==> config.mk <==
export PLATFORM = sky130hd
export DESIGN_NAME = uart_rx_monitor
export DESIGN_NICKNAME = d
export VERILOG_FILES = /design/src/rtl/uart_rx_monitor.sv
export SDC_FILE = /design/constraint.sdc
export NUM_CORES = 1
export LEC_CHECK = 0
export ABC_AREA = 1
export BUFFER_PORTS_ARGS = -buffer_cell sky130_fd_sc_hd__buf_2
export CAP_MARGIN = 20
export CORE_AREA = 8 8 103 105
export DETAILED_ROUTE_END_ITERATION = 7
export DIE_AREA = 0 0 111 113
export PLACE_DENSITY_LB_ADDON = 0.1
export RECOVER_POWER = 50
export SETUP_SLACK_MARGIN = 0.02
export SYNTH_ARGS = -nofsm -noshare
export SYNTH_HDL_FRONTEND = slang
export SYNTH_SLANG_ARGS = --single-unit
==> constraint.sdc <==
create_clock -name clk -period 4.17 [get_ports clk]
set_clock_uncertainty 0.1 [all_clocks]
set_input_delay 1.0425 -clock clk [delete_from_list [all_inputs] [get_ports clk]]
set_output_delay 1.0425 -clock clk [all_outputs]
set_load 0.01 [all_outputs]
==> src/rtl/uart_rx_monitor.sv <==
// UART 8N1 receive monitor: 16x-oversampled receiver feeding a first-word-fall-through FIFO.
// Reports bad stop bits as a one-cycle pulse and dropped bytes as a sticky overflow flag.
module uart_rx_monitor #(
  parameter int CLK_DIV    = 4,
  parameter int FIFO_DEPTH = 8
) (
  input  logic                          clk,
  input  logic                          rstn,
  input  logic                          rxd,
  output logic [7:0]                    out_data,
  output logic                          out_valid,
  input  logic                          out_ready,
  output logic                          frame_err,
  output logic                          overflow,
  output logic [$clog2(FIFO_DEPTH):0]   fifo_count,
  output logic [2:0]                    dbg_state
);

  localparam int AW = $clog2(FIFO_DEPTH);
  localparam int CW = AW + 1;
  localparam int DW = (CLK_DIV > 1) ? $clog2(CLK_DIV) : 1;

  typedef enum logic [2:0] {
    IDLE  = 3'd0,
    START = 3'd1,
    DATA  = 3'd2,
    STOP  = 3'd3,
    BREAK = 3'd4
  } state_t;

  state_t          state, state_n;
  logic            sync1, rxd_s, rxd_prev;
  logic [DW-1:0]   div_cnt, div_n;
  logic [3:0]      tick_cnt, tcnt_n;
  logic [2:0]      bit_idx, idx_n;
  logic [7:0]      shreg, shreg_n;
  logic            tick;
  logic            push, ferr_n;

  logic [7:0]      mem [FIFO_DEPTH];
  logic [AW-1:0]   wr_ptr, rd_ptr, rd_ptr_inc;
  logic [CW-1:0]   count;
  logic            full, empty, pop, push_ok, drop;

  assign dbg_state = state;

  // Two-flop synchronizer plus one history flop for falling-edge detection.
  always_ff @(posedge clk) begin
    if (!rstn) begin
      sync1    <= 1'b1;
      rxd_s    <= 1'b1;
      rxd_prev <= 1'b1;
    end else begin
      sync1    <= rxd;
      rxd_s    <= sync1;
      rxd_prev <= rxd_s;
    end
  end

  assign tick = (state != IDLE) && (div_cnt == DW'(CLK_DIV - 1));

  always_ff @(posedge clk) begin
    if (!rstn) begin
      state     <= IDLE;
      div_cnt   <= '0;
      tick_cnt  <= '0;
      bit_idx   <= '0;
      shreg     <= '0;
      frame_err <= 1'b0;
    end else begin
      state     <= state_n;
      div_cnt   <= div_n;
      tick_cnt  <= tcnt_n;
      bit_idx   <= idx_n;
      shreg     <= shreg_n;
      frame_err <= ferr_n;
    end
  end

  // tick_cnt counts oversample ticks within the current bit (or run of idle ticks in BREAK).
  always_comb begin
    state_n = state;
    div_n   = (state == IDLE || tick) ? '0 : div_cnt + DW'(1);
    tcnt_n  = tick_cnt;
    idx_n   = bit_idx;
    shreg_n = shreg;
    push    = 1'b0;
    ferr_n  = 1'b0;
    case (state)
      IDLE: begin
        tcnt_n = '0;
        idx_n  = '0;
        if (rxd_prev && !rxd_s) state_n = START;
      end
      START: begin
        if (tick) begin
          if (tick_cnt == 4'd7) begin
            tcnt_n  = '0;
            idx_n   = '0;
            state_n = rxd_s ? IDLE : DATA;
          end else begin
            tcnt_n = tick_cnt + 4'd1;
          end
        end
      end
      DATA: begin
        if (tick) begin
          if (tick_cnt == 4'd15) begin
            tcnt_n           = '0;
            shreg_n[bit_idx] = rxd_s;
            if (bit_idx == 3'd7) state_n = STOP;
            else                 idx_n   = bit_idx + 3'd1;
          end else begin
            tcnt_n = tick_cnt + 4'd1;
          end
        end
      end
      STOP: begin
        if (tick) begin
          if (tick_cnt == 4'd15) begin
            tcnt_n = '0;
            if (rxd_s) begin
              push    = 1'b1;
              state_n = IDLE;
            end else begin
              ferr_n  = 1'b1;
              state_n = BREAK;
            end
          end else begin
            tcnt_n = tick_cnt + 4'd1;
          end
        end
      end
      BREAK: begin
        if (!rxd_s) begin
          tcnt_n = '0;
        end else if (tick) begin
          if (tick_cnt == 4'd15) begin
            tcnt_n  = '0;
            state_n = IDLE;
          end else begin
            tcnt_n = tick_cnt + 4'd1;
          end
        end
      end
      default: state_n = IDLE;
    endcase
  end

  // Output handshake: a byte transfers on every rising edge where out_valid and
  // out_ready are both high; out_valid never depends on out_ready.
  assign empty      = (count == '0);
  assign full       = (count == CW'(FIFO_DEPTH));
  assign out_valid  = !empty;
  assign pop        = out_valid && out_ready;
  assign push_ok    = push && (!full || pop);
  assign drop       = push && full && !pop;
  assign rd_ptr_inc = rd_ptr + AW'(1);
  assign fifo_count = count;

  always_ff @(posedge clk) begin
    if (push_ok) mem[wr_ptr] <= shreg;
  end

  // out_data is a register holding the head entry, so it keeps its value once the FIFO drains.
  always_ff @(posedge clk) begin
    if (!rstn) begin
      wr_ptr   <= '0;
      rd_ptr   <= '0;
      count    <= '0;
      out_data <= 8'h00;
      overflow <= 1'b0;
    end else begin
      if (push_ok) wr_ptr <= wr_ptr + AW'(1);
      if (pop)     rd_ptr <= rd_ptr_inc;
      case ({push_ok, pop})
        2'b10:   count <= count + CW'(1);
        2'b01:   count <= count - CW'(1);
        default: count <= count;
      endcase
      if (drop) overflow <= 1'b1;
      if (empty && push_ok) begin
        out_data <= shreg;
      end else if (pop) begin
        if (count > CW'(1)) out_data <= mem[rd_ptr_inc];
        else if (push_ok)   out_data <= shreg;
      end
    end
  end

endmodule

==> qor.tcl, run 1 <==
set qor(run_status) {finished clean}
set qor(start_util) 0.5369
set qor(cp-start-kind) {input pin}
set qor(post_layout_nonfiller_instances) 670
set qor(startpoint_of_the_most_critical_setup_path) {rstn}
set qor(finalMaxSlewViolations) 0
set qor(insertion_delay_ns) 0.37
set qor(post-route-cell-area_mm2) 0.005236
set qor(synthXorXnorAreaFrac) 0.001817
set qor(cts_hold_repair.buffers) 0
set qor(synth_seq_area_share) 0.5774
set qor(synth.ff_latch_count) 107
set qor(main_combinational_cell_family_by_area_after_synthesis) {simple AND/OR/NAND/NOR gates}
set qor(clock_edge_transition_at_the_registers_on_the_reported_setup_and_hold_paths_ns) 0.09
set qor(post-route-min-period_ns) 2.948
set qor(grt_remaining_overflow) 0
set qor(fin_ws_ns) 1.222
set qor(number_of_global_route_vias_before_repair) 3409
set qor(hold_violations) 0
set qor(rsz0062_at_grt) {false}
set qor(port-buffer-count) 21
set qor(max-vdd-ir-drop_uv) 339.1
set qor(gpl.final_weighted_congestion) 0.8513
set qor(half_perimeter_wire_length_of_the_detailed_placement_result_um) 7414
set qor(top_level_ports) 22
set qor(ff2ff_path_depth) 9
set qor(count_of_maximum_capacitance_violations) 0
set qor(synthCells) 529
set qor(tritoncts) {yes}
set qor(critPathArrivalTime_ns) 3.11
set qor(ys.warnings.count) 0
set qor(post_cts.resized_instances) 0
set qor(actual_slew_at_the_worst_max_slew_pin_ns) 1.297
set qor(final_net_count) 568
set qor(vias_per_cell) 5.427
set qor(rrSetupSlack_ns) 1.51
set qor(ys_top_cells_by_area) {edfxtp_1 (40%), dfxtp_1 (18%), nand2_1 (11%)}
set qor(timing.slew.headroom) 0.1354
set qor(syn_nets) 543
set qor(diodes) 0
set qor(power_mw) 3.038
set qor(hp-class) {register to register}
set qor(mux_cell_area_share_after_synthesis) 0
set qor(rows) 35
set qor(cts_setup_buffers) 0
set qor(critical_path.reg2reg.endpoint) {mem[3][4]}
set qor(cp-end-kind) {register}
set qor(setup_viol) 0
set qor(synthArstFlopShare) 0
set qor(tritoncts.num_buffers) 9
set qor(hold-worst-slack_ns) 0.3229
set qor(synthSimpleGateAreaFrac) 0.2708
set qor(fin_util) 0.5833
set qor(startpoint_of_the_worst_register_to_register_path) {tick_cnt[0]}
set qor(postRouteWirelength_um) 10600
set qor(clock-root-buffer) {clkbuf_8}
set qor(route.antenna.remaining_nets) 0
set qor(critPathMaxFanout) 33
set qor(drc) 0
set qor(numPlacedInstances) 653
set qor(design.die.area_mm2) 0.01254
set qor(p_per_area_mw_per_mm2) 580.1
set qor(critPathKind) {input pin to register}
set qor(synthFlopType) {edfxtp_1}
set qor(cts_num_sinks) 107
set qor(area_fraction_in_compound_gates_after_synthesis) 0.07009
set qor(synthAdderAreaFrac) 0.02596
set qor(proportion_of_layout_cells_with_a_drive_suffix_above_1) 0.1091
set qor(detailedRoute.firstPassIterationCount) 5
set qor(synth-edff-count) 64
set qor(ys_types) 35
set qor(endpoint) {rxd_s}
set qor(cellLeakagePower_nw) 2.206
set qor(worst-endpoint-required_ns) 4.33
set qor(chipHeight_um) 113
set qor(grt_max_degree) 36
set qor(synthDominantAreaCellType) {edfxtp_1}
set qor(max_freq_mhz) 339.2
set qor(max_h_tree_level) 3
set qor(floorplan.core_area_mm2) 0.008977
set qor(grt_pass1_wl_um) 17390
set qor(avgSynthCellArea_um2) 9.111
set qor(final.setup.tns_ns) 0
set qor(die-width_um) 111
set qor(grtUsageTotal) 0.1727
set qor(synthesis.area_mm2) 0.004820
set qor(cts_buffer_depth) 2
set qor(route.detailed.wl_per_inst_um) 15.83
set qor(netlist.area_leader.share) 0.3988
set qor(min_period_over_period) 0.7070
set qor(dpl_worst_slack_ns) 1.056
set qor(detailroute.via_count) 3636
set qor(flow.area_growth_from_synthesis_pct) 8.645
set qor(drt_iter0_markers) 307
set qor(placed_cell_area_mm2) 0.005040
set qor(initial_antenna_violation_count) 0
per-layer routing:
layer	wire length (µm)	up-vias	global-route usage	share of wire
li1	-	1843	-	-
met5	0	-	0	0
met3	678	23	0.02857	0.064
met4	310	0	0.08649	0.029
met2	4573	111	0.2520	0.43
met1	5042	1659	0.2421	0.48
registers in the layout (all words and copies together) (netlist names):
name        flops
mem            64
out_data        8
shreg           8
fifo_count      4
tick_cnt        4
bit_idx         3
dbg_state       3
rd_ptr          3
wr_ptr          3
div_cnt         2
frame_err       1
overflow        1
rxd_prev        1
rxd_s           1
sync1           1
cells by family after synthesis:
group / after synthesis
flops: 107
xor+xnor: 1
compound gates: 64
fa+ha+maj: 10
simple gates: 284
buf+inv: 63
synthesized netlist by cell type, types with 3 or more instances:
cell type    n
nor2_2       4
nand2_2      3
ha_1        10
buf_2        7
nand4_1      9
o21ai_0     23
inv_2        4
nand2_1    138
a21oi_1     34
dfxtp_1     43
nor3_1       9
nand2_4      3
edfxtp_1    64
clkbuf_1     6
inv_1       41
nand3_1     77
nor2_1      30
critical path, stage by stage:
cell and delay (ns):
clkbuf_1 0.93, clkinv_1 0.68, or2_2 0.45
worst min-delay path by stage:
| stage | slack, ns | cells past startpoint | to | from |
|---|---|---|---|---|
| floorplan | 0.29 | 1 | rxd_s | sync1 |
| global placement | 0.30 | 1 | rxd_s | sync1 |
| detailed placement | 0.30 | 1 | rxd_s | sync1 |
| CTS | 0.33 | 1 | rxd_s | sync1 |
| global route | 0.34 | 1 | rxd_s | sync1 |
| finish | 0.32 | 1 | rxd_s | sync1 |
placed cells by master (no fill, tap or decap), drive strengths merged:
master and count:
a31o 1, nand2 144, a21oi 35, ha 10, o21a 2, or2 3, nor2 37, clkbuf 19
inv 47, edfxtp 64, o21ai 24, and3 1, nand4 9, dfxtp 43, buf 20, nand3 79
bufinv 1, xor2 1, a22oi 1, clkinv 4, clkinvlp 2, nor4 2, nor3 9, o211ai 1
area by class of cell:
class                   count  area (µm²)
multi-input cells         359        1777
fillers                   800        3741
clock buffers               9       123.9
flip-flops and latches    107        2783
clock inverters             7       76.32
repair buffers             30       161.4
inverters                  47       176.4
well taps                 111       138.9
report_power, final:
group / switching [mW] / total (mW) / internal (mW) / leakage [nW]
registers: 0.0646 / 1.26 / 1.19 / 1.09
logic: 0.780 / 1.14 / 0.364 / 1.01
clock network: 0.356 / 0.638 / 0.282 / 0.0977
(Power assumes the default switching activity.)
==> run 2: changes to the inputs <==
- clock period: 4.17 -> 2.37 ns (I/O delays scaled with it)
==> qor.tcl, run 2 (synthesis gave the netlist of run 1 again) <==
set qor(run_status) {finished clean}
set qor(final.setup.tns_ns) 0 ;# unchanged
set qor(post-route-min-period_ns) 2.210
set qor(switchingPower_mw) 2.113 ;# +76%
set qor(netSwitchingFraction) 0.3963 ;# +0.001331
set qor(placed_cell_area_mm2) 0.005107 ;# +1.3%
set qor(top_reg_by_flops) {mem}
set qor(cts_buffer_depth) 2 ;# unchanged
set qor(ff2ff_path_depth) 9 ;# unchanged
set qor(setup_viol) 0 ;# unchanged
set qor(drc) 0 ;# unchanged
set qor(gpl.final_weighted_congestion) 0.8584 ;# +0.83%
set qor(fillers) 809 ;# +1.1%
set qor(worst_hold_startpoint) {rxd}
set qor(cellLeakagePower_nw) 2.212 ;# +0.31%
set qor(startpoint_of_the_worst_register_to_register_path) {tick_cnt[0]}
set qor(actual_slew_at_the_worst_max_slew_pin_ns) 1.384 ;# +0.08686 ns
set qor(cp-start-kind) {register}
set qor(drt_iter0_markers) 318 ;# +3.6%
set qor(power_mw) 5.331 ;# +75%
set qor(detailedRoute.firstPassIterationCount) 5 ;# unchanged
set qor(tritoncts) {yes}
set qor(design.die.area_mm2) 0.01254 ;# unchanged
set qor(postRouteWirelength_um) 10920 ;# +3.0%
set qor(vias_per_cell) 5.423 ;# about the same
set qor(grt_pass1_wl_um) 17570 ;# +1.0%
set qor(grtUsageTotal) 0.1740 ;# +0.001296
set qor(die-width_um) 111 ;# unchanged
set qor(chipHeight_um) 113 ;# unchanged
set qor(worstHoldPathCells) 2 ;# +1
set qor(cp-end-kind) {register}
set qor(max_freq_mhz) 452.5
set qor(max_h_tree_level) 3 ;# unchanged
set qor(layout.cells.most_common_list) {nand2_1 (138), nand3_1 (77), edfxtp_1 (64)}
set qor(fin_ws_ns) 0.1599 ;# -1.062 ns
set qor(clock-root-buffer) {clkbuf_8}
set qor(final-seq-area_mm2) 0.002783 ;# unchanged
set qor(layout.cells.most_common) {nand2_1}
set qor(count_of_maximum_capacitance_violations) 0 ;# unchanged
set qor(floorplan.core_area_mm2) 0.008977 ;# unchanged
set qor(critPathMaxFanout) 9 ;# -73%
set qor(route.antenna.remaining_nets) 0 ;# unchanged
set qor(clkPwrFrac) 0.200 ;# -0.010
set qor(cts_num_sinks) 107 ;# unchanged
set qor(grt_max_degree) 35 ;# -2.8%
set qor(half_perimeter_wire_length_of_the_detailed_placement_result_um) 7654 ;# +3.2%
set qor(number_of_global_route_vias_before_repair) 3355 ;# -1.6%
set qor(rrSetupSlack_ns) 0.16 ;# -1.35 ns
set qor(worst-endpoint-required_ns) 2.34 ;# -1.99 ns
set qor(rsz0062_at_grt) {false}
set qor(p_per_area_mw_per_mm2) 1008 ;# +74%
set qor(initial_antenna_violation_count) 0 ;# unchanged
set qor(final_net_count) 577 ;# +1.6%
set qor(top_level_ports) 22 ;# unchanged
set qor(flow.area_growth_from_synthesis_pct) 9.761
set qor(finalMaxSlewViolations) 0 ;# unchanged
set qor(critPathArrivalTime_ns) 2.18 ;# -0.93 ns
set qor(top_regs) {mem: 64 flops, out_data: 8 flops, shreg: 8 flops}
set qor(sequentialPowerShare) 0.415 ;# +0.002
set qor(grt_remaining_overflow) 0 ;# unchanged
set qor(rows) 35 ;# unchanged
set qor(dpl_worst_slack_ns) 0.1656 ;# -0.8904 ns
set qor(route.detailed.wl_per_inst_um) 16.08 ;# +1.6%
set qor(tritoncts.num_buffers) 9 ;# unchanged
set qor(insertion_delay_ns) 0.36 ;# about the same
set qor(min_period_over_period) 0.9325
set qor(largest_reg_flops) 64 ;# unchanged
set qor(proportion_of_layout_cells_with_a_drive_suffix_above_1) 0.1074 ;# -0.001729
set qor(hold-worst-slack_ns) 0.3160 ;# -0.006896 ns
set qor(hold_violations) 0 ;# unchanged
set qor(start_util) 0.5369 ;# unchanged
set qor(multi_input_logic_area_mm2) 0.001789 ;# +0.70%
set qor(cts_hold_repair.buffers) 0 ;# unchanged
set qor(hp-class) {input pin to register}
set qor(port-buffer-count) 21 ;# unchanged
set qor(critical_path.reg2reg.endpoint) {mem[2][5]}
set qor(diodes) 0 ;# unchanged
set qor(detailroute.via_count) 3682 ;# +1.3%
set qor(intPower_mw) 3.219 ;# +75%
set qor(post-route-cell-area_mm2) 0.005290 ;# +1.0%
set qor(p_comb_frac) 0.385 ;# +0.008
set qor(max-vdd-ir-drop_uv) 651.6 ;# +92%
set qor(whs_endpoint) {sync1}
set qor(timing.slew.headroom) 0.07751 ;# -0.05791
set qor(critPathKind) {register to register}
set qor(clock_edge_transition_at_the_registers_on_the_reported_setup_and_hold_paths_ns) 0.10 ;# about the same
[run 2: per-layer routing]
layer	part of all wire	vias to the layer above	GRT usage	wire, µm
met5	0	-	0	0
met4	0.013	0	0.04865	142
met3	0.064	15	0.03492	699
met2	0.45	130	0.2627	4861
met1	0.48	1680	0.2465	5217
li1	-	1857	-	-
[run 2: power groups by stage]
| stage | Combinational (mW) | Clock [mW] | Sequential (mW) |
|---|---|---|---|
| 6_report | 2.05 | 1.07 | 2.21 |
| 3_5_place_dp | 2.05 | 0 | 2.25 |
| 3_3_place_gp | 2.05 | 0 | 2.25 |
| 4_1_cts | 2.06 | 1.09 | 2.21 |
| 5_1_grt | 2.33 | 1.16 | 2.24 |
| 2_1_floorplan | 1.49 | 0 | 2.29 |
[run 2: area by class of cell]
| type | count | share of cell area |
|---|---|---|
| Tap cell | 111 | 0.02625 |
| Inverter | 47 | 0.03335 |
| Timing Repair Buffer | 39 | 0.04068 |
| Multi-Input combinational cell | 359 | 0.3382 |
| Clock inverter | 4 | 0.006149 |
| Sequential cell | 107 | 0.5260 |
| Clock buffer | 12 | 0.02933 |
[run 2: how the worst max path moves through the flow]
stage | slack [ns] | end | cells after the start | startpoint
2_1_floorplan | -0.009 | mem[0][0] | 8 | tick_cnt[0]
4_1_cts | 0.16 | fifo_count[2] | 11 | tick_cnt[0]
5_1_grt | 0.004 | out_valid | 6 | fifo_count[0]
6_report | 0.16 | mem[2][5] | 9 | tick_cnt[0]
3_5_place_dp | 0.17 | fifo_count[2] | 11 | tick_cnt[0]
3_3_place_gp | 0.24 | fifo_count[2] | 9 | out_ready
[run 2: timing repair]
action / 4_1_cts / 5_1_grt
setup endpoints to repair: 0 / 3
setup buffers: 0 / 1
endpoints found under the hold margin: 0 / 0
gates resized for setup: 0 / 1
[run 2: per-stage QoR]
| step | utilization | instances |
|---|---|---|
| 3_5_place_dp | 0.5689 | 662 |
| 5_1_grt | 0.5893 | 679 |
| 6_report | 0.5893 | 679 |
| 4_1_cts | 0.5898 | 678 |
| 2_1_floorplan | - | 529 |
| 3_3_place_gp | 0.5689 | 662 |
[run 2: worst max-delay path, cell delays in order, from the launching register on]
cell	delay, ns
dfxtp_1	0.38
ha_1	0.20
nand2_2	0.09
nor2_4	0.11
inv_2	0.07
nor2_8	0.17
nand3_4	0.15
or2_4	0.29
nor3_1	0.14
buf_4	0.20
